File: config.mk
export PLATFORM = sky130hd
export DESIGN_NAME = rob_alloc_flat
export DESIGN_NICKNAME = d
export VERILOG_FILES = /design/src/rtl/rob_alloc_if.sv /design/src/rtl/rob_alloc.sv /design/src/flat_wrapper.sv
export SDC_FILE = /design/constraint.sdc
export NUM_CORES = 1
export LEC_CHECK = 0
export CORE_MARGIN = 8
export CORE_UTILIZATION = 50
export CTS_CLUSTER_SIZE = 40
export DETAILED_ROUTE_END_ITERATION = 10
export PLACE_DENSITY = 0.7
export SETUP_SLACK_MARGIN = 0.2
export SYNTH_ARGS = -nofsm -noshare
export SYNTH_HDL_FRONTEND = slang
export SYNTH_SLANG_ARGS = --single-unit
File: constraint.sdc
create_clock -name clk -period 3.7 [get_ports clk]
set_input_delay 0.925 -clock clk [delete_from_list [all_inputs] [get_ports clk]]
set_output_delay 0.925 -clock clk [all_outputs]
set_load 0.02 [all_outputs]
File: src/rtl/rob_alloc_if.sv
// Decode/writeback/commit handshake bundle for the ROB allocator.
// master drives requests and writebacks; slave (rob_alloc) returns the grant, the commit and the occupancy.
interface rob_alloc_if #(
    parameter int ROB_DEPTH = 16
);
    localparam int ROB = $clog2(ROB_DEPTH);

    logic           flush_;
    logic           alloc_req_;
    logic           alloc_e_;
    logic [ROB-1:0] alloc_rob_id;
    logic           wb_e_;
    logic [ROB-1:0] wb_rob_id;
    logic           commit_e_;
    logic [ROB-1:0] com_rob_id;
    logic           full;
    logic           empty;
    logic [ROB:0]   count;

    modport master (
        output flush_, alloc_req_, wb_e_, wb_rob_id,
        input  alloc_e_, alloc_rob_id, commit_e_, com_rob_id, full, empty, count
    );

    modport slave (
        input  flush_, alloc_req_, wb_e_, wb_rob_id,
        output alloc_e_, alloc_rob_id, commit_e_, com_rob_id, full, empty, count
    );
endinterface

File: src/rtl/rob_alloc.sv
// ROB id allocator with in-order commit; define ROB_WB_BYPASS_EN to let a head writeback commit in its own cycle.
// Latency: grant and commit are combinational from registered state; writeback-to-commit 1 cycle (0 with bypass).
// Backpressure: alloc_e_ stays high while full or flushing; decode holds alloc_req_ until granted.
module rob_alloc #(
    parameter int ROB_DEPTH = 16
) (
    input  logic       clk,
    input  logic       reset,
    rob_alloc_if.slave rob
);
    localparam int           ROB   = $clog2(ROB_DEPTH);
    localparam logic [ROB:0] DEPTH = (ROB+1)'(ROB_DEPTH);

    logic [ROB-1:0]       head;
    logic [ROB-1:0]       tail;
    logic [ROB:0]         count;
    logic [ROB_DEPTH-1:0] done;
    logic [ROB_DEPTH-1:0] done_nxt;
    logic [ROB-1:0]       wb_off;
    logic                 full;
    logic                 empty;
    logic                 grant;
    logic                 commit;
    logic                 wb_vld;
    logic                 wb_hit;

    assign full   = (count == DEPTH);
    assign empty  = (count == '0);
    assign grant  = !rob.alloc_req_ && !full && rob.flush_;

    // A slot is occupied when its distance from head, modulo the wrap, is below count.
    assign wb_off = rob.wb_rob_id - head;
    assign wb_vld = !rob.wb_e_ && rob.flush_ && ({1'b0, wb_off} < count);

`ifdef ROB_WB_BYPASS_EN
    assign wb_hit = wb_vld && (rob.wb_rob_id == head);
`else
    assign wb_hit = 1'b0;
`endif

    assign commit = !empty && rob.flush_ && (done[head] || wb_hit);

    // Commit clears last so a bypassed head writeback never leaves its done bit behind.
    always_comb begin
        done_nxt = done;
        if (grant)  done_nxt[tail]          = 1'b0;
        if (wb_vld) done_nxt[rob.wb_rob_id] = 1'b1;
        if (commit) done_nxt[head]          = 1'b0;
    end

    always_ff @(posedge clk) begin
        if (reset || !rob.flush_) begin
            head  <= '0;
            tail  <= '0;
            count <= '0;
            done  <= '0;
        end else begin
            done <= done_nxt;
            if (grant)  tail <= tail + ROB'(1);
            if (commit) head <= head + ROB'(1);
            case ({grant, commit})
                2'b10:   count <= count + (ROB+1)'(1);
                2'b01:   count <= count - (ROB+1)'(1);
                default: count <= count;
            endcase
        end
    end

    assign rob.alloc_e_     = !grant;
    assign rob.alloc_rob_id = tail;
    assign rob.commit_e_    = !commit;
    assign rob.com_rob_id   = head;
    assign rob.full         = full;
    assign rob.empty        = empty;
    assign rob.count        = count;
endmodule

File: src/flat_wrapper.sv
// flat-port wrapper written by rule: the top's interface ports become plain ports
module rob_alloc_flat 
#(
    parameter int ROB_DEPTH = 16
)
  (clk, reset, rob_flush_, rob_alloc_req_, rob_wb_e_, rob_wb_rob_id, rob_alloc_e_, rob_alloc_rob_id, rob_commit_e_, rob_com_rob_id, rob_full, rob_empty, rob_count);
  rob_alloc_if #(.ROB_DEPTH(ROB_DEPTH)) rob_i ();
  input  logic clk;
  input  logic reset;
  input wire logic [$bits(rob_i.flush_)-1:0] rob_flush_;
  input wire logic [$bits(rob_i.alloc_req_)-1:0] rob_alloc_req_;
  input wire logic [$bits(rob_i.wb_e_)-1:0] rob_wb_e_;
  input wire logic [$bits(rob_i.wb_rob_id)-1:0] rob_wb_rob_id;
  output wire logic [$bits(rob_i.alloc_e_)-1:0] rob_alloc_e_;
  output wire logic [$bits(rob_i.alloc_rob_id)-1:0] rob_alloc_rob_id;
  output wire logic [$bits(rob_i.commit_e_)-1:0] rob_commit_e_;
  output wire logic [$bits(rob_i.com_rob_id)-1:0] rob_com_rob_id;
  output wire logic [$bits(rob_i.full)-1:0] rob_full;
  output wire logic [$bits(rob_i.empty)-1:0] rob_empty;
  output wire logic [$bits(rob_i.count)-1:0] rob_count;
  assign rob_i.flush_ = rob_flush_;
  assign rob_i.alloc_req_ = rob_alloc_req_;
  assign rob_i.wb_e_ = rob_wb_e_;
  assign rob_i.wb_rob_id = rob_wb_rob_id;
  assign rob_alloc_e_ = rob_i.alloc_e_;
  assign rob_alloc_rob_id = rob_i.alloc_rob_id;
  assign rob_commit_e_ = rob_i.commit_e_;
  assign rob_com_rob_id = rob_i.com_rob_id;
  assign rob_full = rob_i.full;
  assign rob_empty = rob_i.empty;
  assign rob_count = rob_i.count;
  rob_alloc #(.ROB_DEPTH(ROB_DEPTH)) u_core (.clk(clk), .reset(reset), .rob(rob_i));
endmodule
; Yosys cells after proc, flatten, opt, wreduce, memory -nomap -nowiden
; Index checks and enable logic that the tools add are counted.
[totals]
reg_bits = 29
inputBits = 9
[classes]
addsub = 5
n_lt_le_gt_ge = 7
eq_ne = 3
n_mux = 12
bitwise_logic = 5
n_reduce_logical = 19
[op_table]
columns = operator, n
row1 = 16-bit 2-to-1 mux, 3
row2 = 16-bit bitwise AND, 2
row3 = 16-bit inverter, 2
row4 = 16-bit OR, 1
row5 = 4-bit by 5-bit less-than comparator with 1-bit output (second input constant), 3
row6 = 1-bit demux with 4-bit select, 3
row7 = 4-bit by 1-bit greater-or-equal comparator with 1-bit output (second input constant), 3
row8 = 5-bit case mux with 2 select lines, 1
row9 = 1-bit logical AND, 9
row10 = 4-bit by 1-bit adder with 4-bit output (second input constant), 2
row11 = 1-bit logical NOT, 7
row12 = 5-bit by 1-bit adder with 5-bit output (second input constant), 1
row13 = 5-bit equality test (second input constant), 1
row14 = 5-bit logical NOT, 1
row15 = 4-bit by 5-bit less-than comparator with 1-bit output, 1
row16 = 5-bit by 1-bit subtractor with 5-bit output (second input constant), 1
row17 = 1-bit binary-select mux with 4-bit select, 1
row18 = 1-bit 2-to-1 mux, 4
row19 = 4-bit subtractor, 1
row20 = 2-bit by 1-bit equality test with 1-bit output (second input constant), 1
row21 = 2-bit equality test (second input constant), 1
row22 = 2-bit nonzero test, 1
row23 = 1-bit logical OR, 1

; Logic depth before layout (Yosys ltp)
; Gate-level depths: netlist of the first run.
[depth]
word_depth = 11
ltp_mapped = 13
depth_no_buf = 12

; Least setup slack after synthesis of the first run
; Ideal clock, no wire load.
[synth_timing]
kind = in2reg
startpoint = input rob_alloc_req_
endpoint = register u_core.count[4], in the netlist u_core.rob.count[4]
setup_ps = 70
arrival_time_ps = 3358
t_required_ps = 3630
slack_ps = 272
cell_stages = 11
n_path_buf = 1
cell_sequence = nand2b_1 a21oi_2 clkbuf_1 inv_1 ha_1 ha_1 nor2b_1 o21ai_0 a21oi_1 or4_1 a21oi_1
[synth_via]
elab_chain_len = 5
elab_cells_between_ends = 7
classes_between = 2 x eq/ne / 1 x mux / 4 x reduce/logical
[synth_rtl]
columns = item, line_no
row1 = from (decl), flat_wrapper.sv:11  ; input wire logic [$bits(rob_i.alloc_req_)-1:0] rob_alloc_req_;
row2 = 1-bit logical NOT *, rob_alloc.sv:29  ; assign grant = !rob.alloc_req_ && !full && rob.flush_;
row3 = 1-bit logical AND * (2 in a row), rob_alloc.sv:29
row4 = 2-bit by 1-bit equality test with 1-bit output / 2-bit equality test (equally long branches), rob_alloc.sv:61  ; case ({grant, commit})
row5 = 5-bit case mux with 2 select lines / 2-bit nonzero test (equally long branches), n/a
row6 = to (signal assigned), rob_alloc.sv:62  ; 2'b10: count <= count + (ROB+1)'(1);
row7 = to (signal assigned), rob_alloc.sv:63  ; 2'b01: count <= count - (ROB+1)'(1);
row8 = to (signal assigned), rob_alloc.sv:64  ; default: count <= count;
row9 = to (decl), rob_alloc.sv:16  ; logic [ROB:0] count;
; Every way passes the cells marked *; elsewhere a longest branch is shown, timed or not.
; A chain may end at the register's enable or synchronous reset.

; Worst setup path after layout of the first run
[layout_timing]
startpoint = input rob_wb_rob_id[0]
endpoint = register u_core.done[14]
[layout_via]
elab_chain_len = 8
elab_cells_between_ends = 12
classes_between = 1 x add/sub / 3 x order compare / 4 x mux / 2 x bitwise / 2 x reduce/logical
[layout_rtl]
columns = item, line_no
row1 = from (decl), flat_wrapper.sv:13  ; input wire logic [$bits(rob_i.wb_rob_id)-1:0] rob_wb_rob_id;
row2 = 4-bit by 5-bit less-than comparator with 1-bit output (implied by the code) / 4-bit by 1-bit greater-or-equal comparator with 1-bit output (equally long branches), rob_alloc.sv:47  ; if (wb_vld) done_nxt[rob.wb_rob_id] = 1'b1;
row3 = 1-bit logical AND (implied by the code), rob_alloc.sv:47
row4 = 1-bit 2-to-1 mux (implied by the code), rob_alloc.sv:47
row5 = 1-bit demux with 4-bit select, n/a
row6 = 16-bit OR (no source line), n/a
row7 = 16-bit 2-to-1 mux *, rob_alloc.sv:47
row8 = 16-bit bitwise AND (no source line), n/a
row9 = 16-bit 2-to-1 mux *, rob_alloc.sv:48  ; if (commit) done_nxt[head] = 1'b0;
row10 = to (signal assigned), rob_alloc.sv:58  ; done <= done_nxt;
row11 = to (decl), rob_alloc.sv:17  ; logic [ROB_DEPTH-1:0] done;
; Marked as above.

==> results_dict.tcl, run 1 <==
set metrics [dict create \
    antenna_cells 0 \
    yosysTopAreaCellShare_pct 28.9 \
    end_kind "register" \
    ys_ff_latch 29 \
    finalCritPeriodShare_pct 89.2 \
    start_util_pct 51.0 \
    relSlewSlack_pct 57.2 \
    grt-ovfl-total 0 \
    nets 312 \
    yosys-top-cells-count "dfxtp_1, a21oi_1, nor2_1, ha_1, nand2_1" \
    grt_pass1_wl_um 9550 \
    avgViaCountPerCell 6.16 \
    core_area_um2 3940 \
    fin_ws_ns 0.400 \
    globalplace.congestion 0.966 \
    hold_buffers 0 \
    dp_hpwl_um 4290 \
    synth_area_um2 2010 \
    grt_max_degree 19 \
    worstMarginPinSlew_ns 0.643 \
    drc 0 \
    status "finished clean" \
    cp_data_arrival_time_ns 3.51 \
    use_met2_pct 31.7 \
    synthDistinctLibCells 45 \
    skew_ns 0.0100 \
    vias 2059 \
    max_freq_mhz 303 \
    cp_slowest_stage_delay_ns 0.55 \
    numCtsBuffers 5 \
    drv_slew 0 \
    ctsLongestPathBuffers 2 \
    syn_nets 270 \
    clockRootBuffer "clkbuf_8" \
    finalHoldViolCount 0 \
    ios 26 \
    ant_nets 0 \
    worst_setup_path_start_kind "primary input" \
    row_count 23 \
    yosysMostFrequentCell "dfxtp_1" \
    met1_usage_pct 22.0 \
    ir_drop_mv 0.178 \
    yosysTopAreaCell "dfxtp_1" \
    dieArea_um2 6300 \
    clkLatencyLatePin_ns 0.30 \
    cp_max_fo 16 \
    setup_viol 0 \
    worstSetupPathType "in -> reg" \
    async_reset_ff_share_pct 0 \
    cap_violations 0 \
    cts.sinks 29 \
    holdCritPathClass "reg -> reg" \
    dr.pass1.iters 5 \
    syn_inst 241 \
    critPathRequiredTime_ns 3.91 \
    min_period_ns 3.30 \
    use_met3_pct 4.95 \
    die_y_um 79.4 \
    synth_edf_count 0 \
    die_w_um 79.4 \
    grt.busiest_layer "met2" \
    synth_seq_area_share_pct 28.9 \
    avgSynthCellArea_um2 8.34 \
    yosys_most_used_dff "dfxtp_1" \
    drt-total-wl_um 5840 \
    cpMaxStageDelayCell "clkdlybuf4s50_1" \
    p_total_mw 0.655 \
    io_buffers 25 \
    wire_per_inst_um 17.5 \
    path_cells "clkdlybuf4s50_1, inv_1, ha_1, inv_1, fa_1, ha_1, a21boi_0, o21a_1, o21ai_1, buf_4, a41oi_1, a21oi_1" \
    drive_above_1_share_pct 15.8 \
    pre_cts_slack_ns -0.159 \
    cts.htree.levels 2 \
    clk_pin_slew_worst_paths_ns 0.06 \
    drtIter0Drc 198 \
    grtUsageTotal_pct 19.3 \
    ys.warnings.count 0 \
    leakagePower_nw 0.962 \
    yosys-top-cells-area "dfxtp_1, ha_1, a21oi_1" \
    antenna_found_initial 0 \
    rsz0062_at_grt "no" \
    synthToLayoutAreaGrowth_pct 26.8 \
    grt_pass1_vias 1973 \
    power.density_nw_per_um2 257 \
    cts_tree "done" \
]
[power by group]
| part | internal (mW) | leakage [nW] | switching, mW | total [mW] |
|---|---|---|---|---|
| Combinational | 0.0314 | 0.685 | 0.0450 | 0.0765 |
| Clock | 0.129 | 0.0439 | 0.134 | 0.263 |
| Sequential | 0.314 | 0.234 | 0.00165 | 0.315 |
[area by class of cell]
type | count | area, um2
Clock buffer | 5 | 68.8
Inverter | 16 | 60.1
Tap cell | 50 | 62.6
Fill cell | 323 | 1390
Timing Repair Buffer | 46 | 410
Clock inverter | 3 | 17.5
Multi-Input combinational cell | 185 | 1350
Sequential cell | 29 | 581
[layer usage]
metal  part of all wire [%]  routed length, um  vias to the layer above
li1                       -                  -                      971
met1                     42               2440                      974
met2                     48               2800                       93
met3                    6.7                393                       21
met4                    3.6                208                        0
met5                      0                  0                        -
[path summary, 6_finish.rpt]
| check | from | endpoint | slack (ns) | cells after the start |
|---|---|---|---|---|
| max | rob_wb_rob_id[0] | u_core.done[14]$_SDFF_PP0_ | 0.40 | 12 |
| min | u_core.done[2]$_SDFF_PP0_ | u_core.done[2]$_SDFF_PP0_ | 0.50 | 2 |
| max reg2reg | u_core.rob.com_rob_id[0]$_SDFFE_PP0N_ | u_core.rob.count[4]$_SDFFE_PP0P_ | 0.47 | 12 |
| min reg2reg | u_core.done[2]$_SDFF_PP0_ | u_core.done[2]$_SDFF_PP0_ | 0.50 | 2 |
[worst max-delay path: cells and delay by family]
kind / cells / cell delay (ns)
compound gates: 5 / 0.70
buf+inv: 4 / 0.94
fa+ha+maj: 3 / 0.93
[registers in the layout (all words and copies together), names as in the netlist]
register	flops
u_core.done	16
u_core.rob.alloc_rob_id	4
u_core.rob.com_rob_id	4
u_core.rob.count	5
[stage by stage]
stage	hold WS, ns	utilization, %	cells	cell area [um2]	TNS (ns)
global placement	0.482	61.0	323	2410	-0.119
finish	0.501	64.6	334	2550	0
global route	0.529	64.6	334	2550	0
detailed placement	0.493	61.0	323	2410	-0.198
CTS	0.504	63.8	333	2510	0
floorplan	0.464	-	241	2010	0
[cells by family after synthesis]
logic type      share of synthesized area [%]
buf+inv                                  5.54
xor+xnor                                 3.49
fa+ha+maj                                13.2
compound gates                           22.9
mux                                      4.55
flops                                    28.9
simple gates                             21.5
[placed cells by master, fill, tap and decap left out, drive strengths merged, types with 2 or more instances in the layout]
| cell type | synthesis | routed |
|---|---|---|
| a21o | 2 | 2 |
| a21oi | 21 | 21 |
| a22oi | 8 | 8 |
| a31oi | 8 | 8 |
| a41oi | 10 | 10 |
| and2 | 4 | 4 |
| buf | 3 | 21 |
| clkbuf | 8 | 5 |
| clkdlybuf4s50 | 0 | 23 |
| clkinv | 0 | 2 |
| dfxtp | 29 | 29 |
| fa | 2 | 2 |
| ha | 18 | 18 |
| inv | 16 | 16 |
| mux2i | 8 | 8 |
| nand2 | 17 | 17 |
| nand2b | 2 | 2 |
| nand3 | 5 | 5 |
| nand4 | 9 | 9 |
| nor2 | 21 | 21 |
| nor2b | 9 | 9 |
| nor3 | 2 | 2 |
| nor4 | 3 | 3 |
| o211ai | 3 | 3 |
| o21ai | 8 | 8 |
| o311ai | 3 | 3 |
| or4 | 3 | 3 |
| xnor2 | 5 | 5 |
| xor2 | 3 | 3 |
[what timing repair did]
| item | CTS | global route |
|---|---|---|
| pin swaps | 1 | 3 |
| endpoints found under the hold margin | 0 | 0 |
| buffers inserted | 2 | 1 |
| endpoints found under the setup margin | 2 | 2 |
| resized for setup | 4 | 9 |
Power figures use the tool's default switching activity.
==> run 2: changes to the inputs <==
Settings changed: CELL_PAD_IN_SITES_DETAIL_PLACEMENT set to 0, CELL_PAD_IN_SITES_GLOBAL_PLACEMENT set to 1, CORE_UTILIZATION 50 to 41, PLACE_DENSITY 0.7 to 0.76.
==> run 2 against run 1 <==
Net effect:
- sequential power is essentially flat
- sequential share of layout area down 0.57 points
- utilization shrank 9.3 points
- combinational power up 2%
- sequential cell count unchanged
- hold slack better by 0.0020 ns
- final area grew 2.6%
- count of clock-buffer cells in the layout rose by 2
- first-iteration DRC count is 9.1% higher
- power is 13% higher
- final cell count rose by 5.7%
- via count down 2.9%
- critical path type is now reg -> reg
==> results_dict.tcl, run 2 (synthesized netlist as in run 1, its figures left out) <==
set metrics [dict create \
    cp_data_arrival_time_ns 3.49 \
    finalCritPeriodShare_pct 88.3 \
    antenna_cells 0 \
    clkLatencyLatePin_ns 0.29 \
    skew_ns 0.00779 \
    worstMarginPinSlew_ns 0.662 \
    antenna_found_initial 0 \
    core_area_um2 4720 \
    holdCritPathClass "reg -> reg" \
    row_count 25 \
    grt_pass1_wl_um 9590 \
    crit_start "u_core.rob.com_rob_id[0]$_SDFFE_PP0N_" \
    end_kind "register" \
    grt-ovfl-total 0 \
    io_buffers 25 \
    final_common_cell "dfxtp_1" \
    dp_hpwl_um 4460 \
    grt_pass1_vias 1848 \
    pwr-share-seq_pct 42.6 \
    numCtsBuffers 5 \
    die_y_um 86.0 \
    critPathRequiredTime_ns 3.92 \
    min_from "u_core.done[2]$_SDFF_PP0_" \
    cts.htree.levels 2 \
    setup_viol 0 \
    rsz0062_at_grt "no" \
    top_register "u_core.done" \
    cts.sinks 29 \
    post-route-util_pct 55.3 \
    highest_layer "met4" \
    pwr-share-comb_pct 10.5 \
    wl_met1_um 2760 \
    globalplace.congestion 0.827 \
    ios 26 \
    drt-total-wl_um 6060 \
    min_period_ns 3.27 \
    power.density_nw_per_um2 283 \
    synthToLayoutAreaGrowth_pct 30.1 \
    design_area_um2 2610 \
    fillers 452 \
    layout_common_cells "dfxtp_1, clkdlybuf4s50_1, buf_4" \
    clock_power_share_pct 46.9 \
    cp_max_fo 13 \
    largest_reg_flops 16 \
    grtUsageTotal_pct 16.5 \
    drc 0 \
    clockRootBuffer "clkbuf_8" \
    avgViaCountPerCell 5.66 \
    dr.pass1.iters 5 \
    place_area_um2 2440 \
    die_w_um 86.0 \
    drtIter0Drc 216 \
    leakagePower_nw 0.988 \
    hold_buffers 0 \
    wire_per_inst_um 17.2 \
    relSlewSlack_pct 55.9 \
    dieArea_um2 7400 \
    nets 314 \
    drive_above_1_share_pct 16.4 \
    intPower_mw 0.565 \
    max_freq_mhz 306 \
    ant_nets 0 \
    start_util_pct 42.5 \
    cap_violations 0 \
    swShare_pct 23.7 \
    clk_pin_slew_worst_paths_ns 0.07 \
    met3WireLength_um 360 \
    cts_tree "done" \
    worstSetupPathType "reg -> reg" \
    status "finished clean" \
    top_regs "u_core.done x16, u_core.rob.count x5" \
    regArea_um2 581 \
    r2r_start "u_core.rob.com_rob_id[0]$_SDFFE_PP0N_" \
    route.met2.wl_um 2840 \
    drv_slew 0 \
    p_total_mw 0.741 \
    vias 1999 \
    ir_drop_mv 0.161 \
    worst_setup_path_start_kind "register" \
    multi_input_area_um2 1350 \
    p_sw_mw 0.176 \
    grt_max_degree 18 \
    ctsLongestPathBuffers 2 \
    finalHoldViolCount 0 \
]
-- run 2: power by group through the flow --
stage,combinational (mW),sequential [mW],clock (mW)
4_1_cts,0.0771,0.315,0.358
5_1_grt,0.0849,0.316,0.365
2_1_floorplan,0.0403,0.324,0
6_report,0.0778,0.315,0.348
3_5_place_dp,0.0767,0.322,0
3_3_place_gp,0.0764,0.322,0
-- run 2: cell type report --
type                            instances  share of cell area (%)
Inverter                               16                    2.30
Clock inverter                          1                    1.15
Multi-Input combinational cell        185                    51.6
Clock buffer                            7                    3.30
Timing Repair Buffer                   48                    16.2
Tap cell                               67                    3.21
Sequential cell                        29                    22.2
-- run 2: worst paths after layout --
path / endpoint / slack (ns) / cells past startpoint
worst max-delay path: u_core.rob.count[4]$_SDFFE_PP0P_ / 0.43 / 12
worst min-delay path: u_core.done[2]$_SDFF_PP0_ / 0.50 / 2
worst max register to register: u_core.rob.count[4]$_SDFFE_PP0P_ / 0.43 / 12
worst min register to register: u_core.done[2]$_SDFF_PP0_ / 0.50 / 2
-- run 2: metal layers --
| metal | vias up | track usage [%] |
|---|---|---|
| li1 | 972 | - |
| met1 | 945 | 21.6 |
| met2 | 73 | 25.8 |
| met3 | 9 | 3.72 |
| met4 | 0 | 5.89 |
| met5 | - | 0 |
-- run 2: stage by stage --
stage | worst slack, ns | setup TNS [ns] | hold slack (ns) | instances
2_1_floorplan | 0.272 | 0 | 0.464 | 241
3_3_place_gp | -0.107 | -0.152 | 0.490 | 342
3_5_place_dp | -0.187 | -0.258 | 0.496 | 342
4_1_cts | 0.205 | 0 | 0.504 | 353
5_1_grt | 0.272 | 0 | 0.535 | 353
6_report | 0.432 | 0 | 0.503 | 353
-- run 2: critical path, stage by stage (launching register included) --
cell,delay [ns]
dfxtp_1,0.59
nor2b_1,0.15
a22o_1,0.24
or4_4,0.50
nand2_4,0.10
ha_2,0.18
inv_1,0.08
fa_2,0.40
nor2b_2,0.16
o21ai_2,0.07
and3_1,0.19
or4_4,0.42
a21oi_2,0.13
-- run 2: what timing repair did --
item | CTS | global route
pin swaps | 1 | 2
endpoints found under the setup margin | 2 | 3
setup buffers | 3 | 0
gates resized for setup | 5 | 7
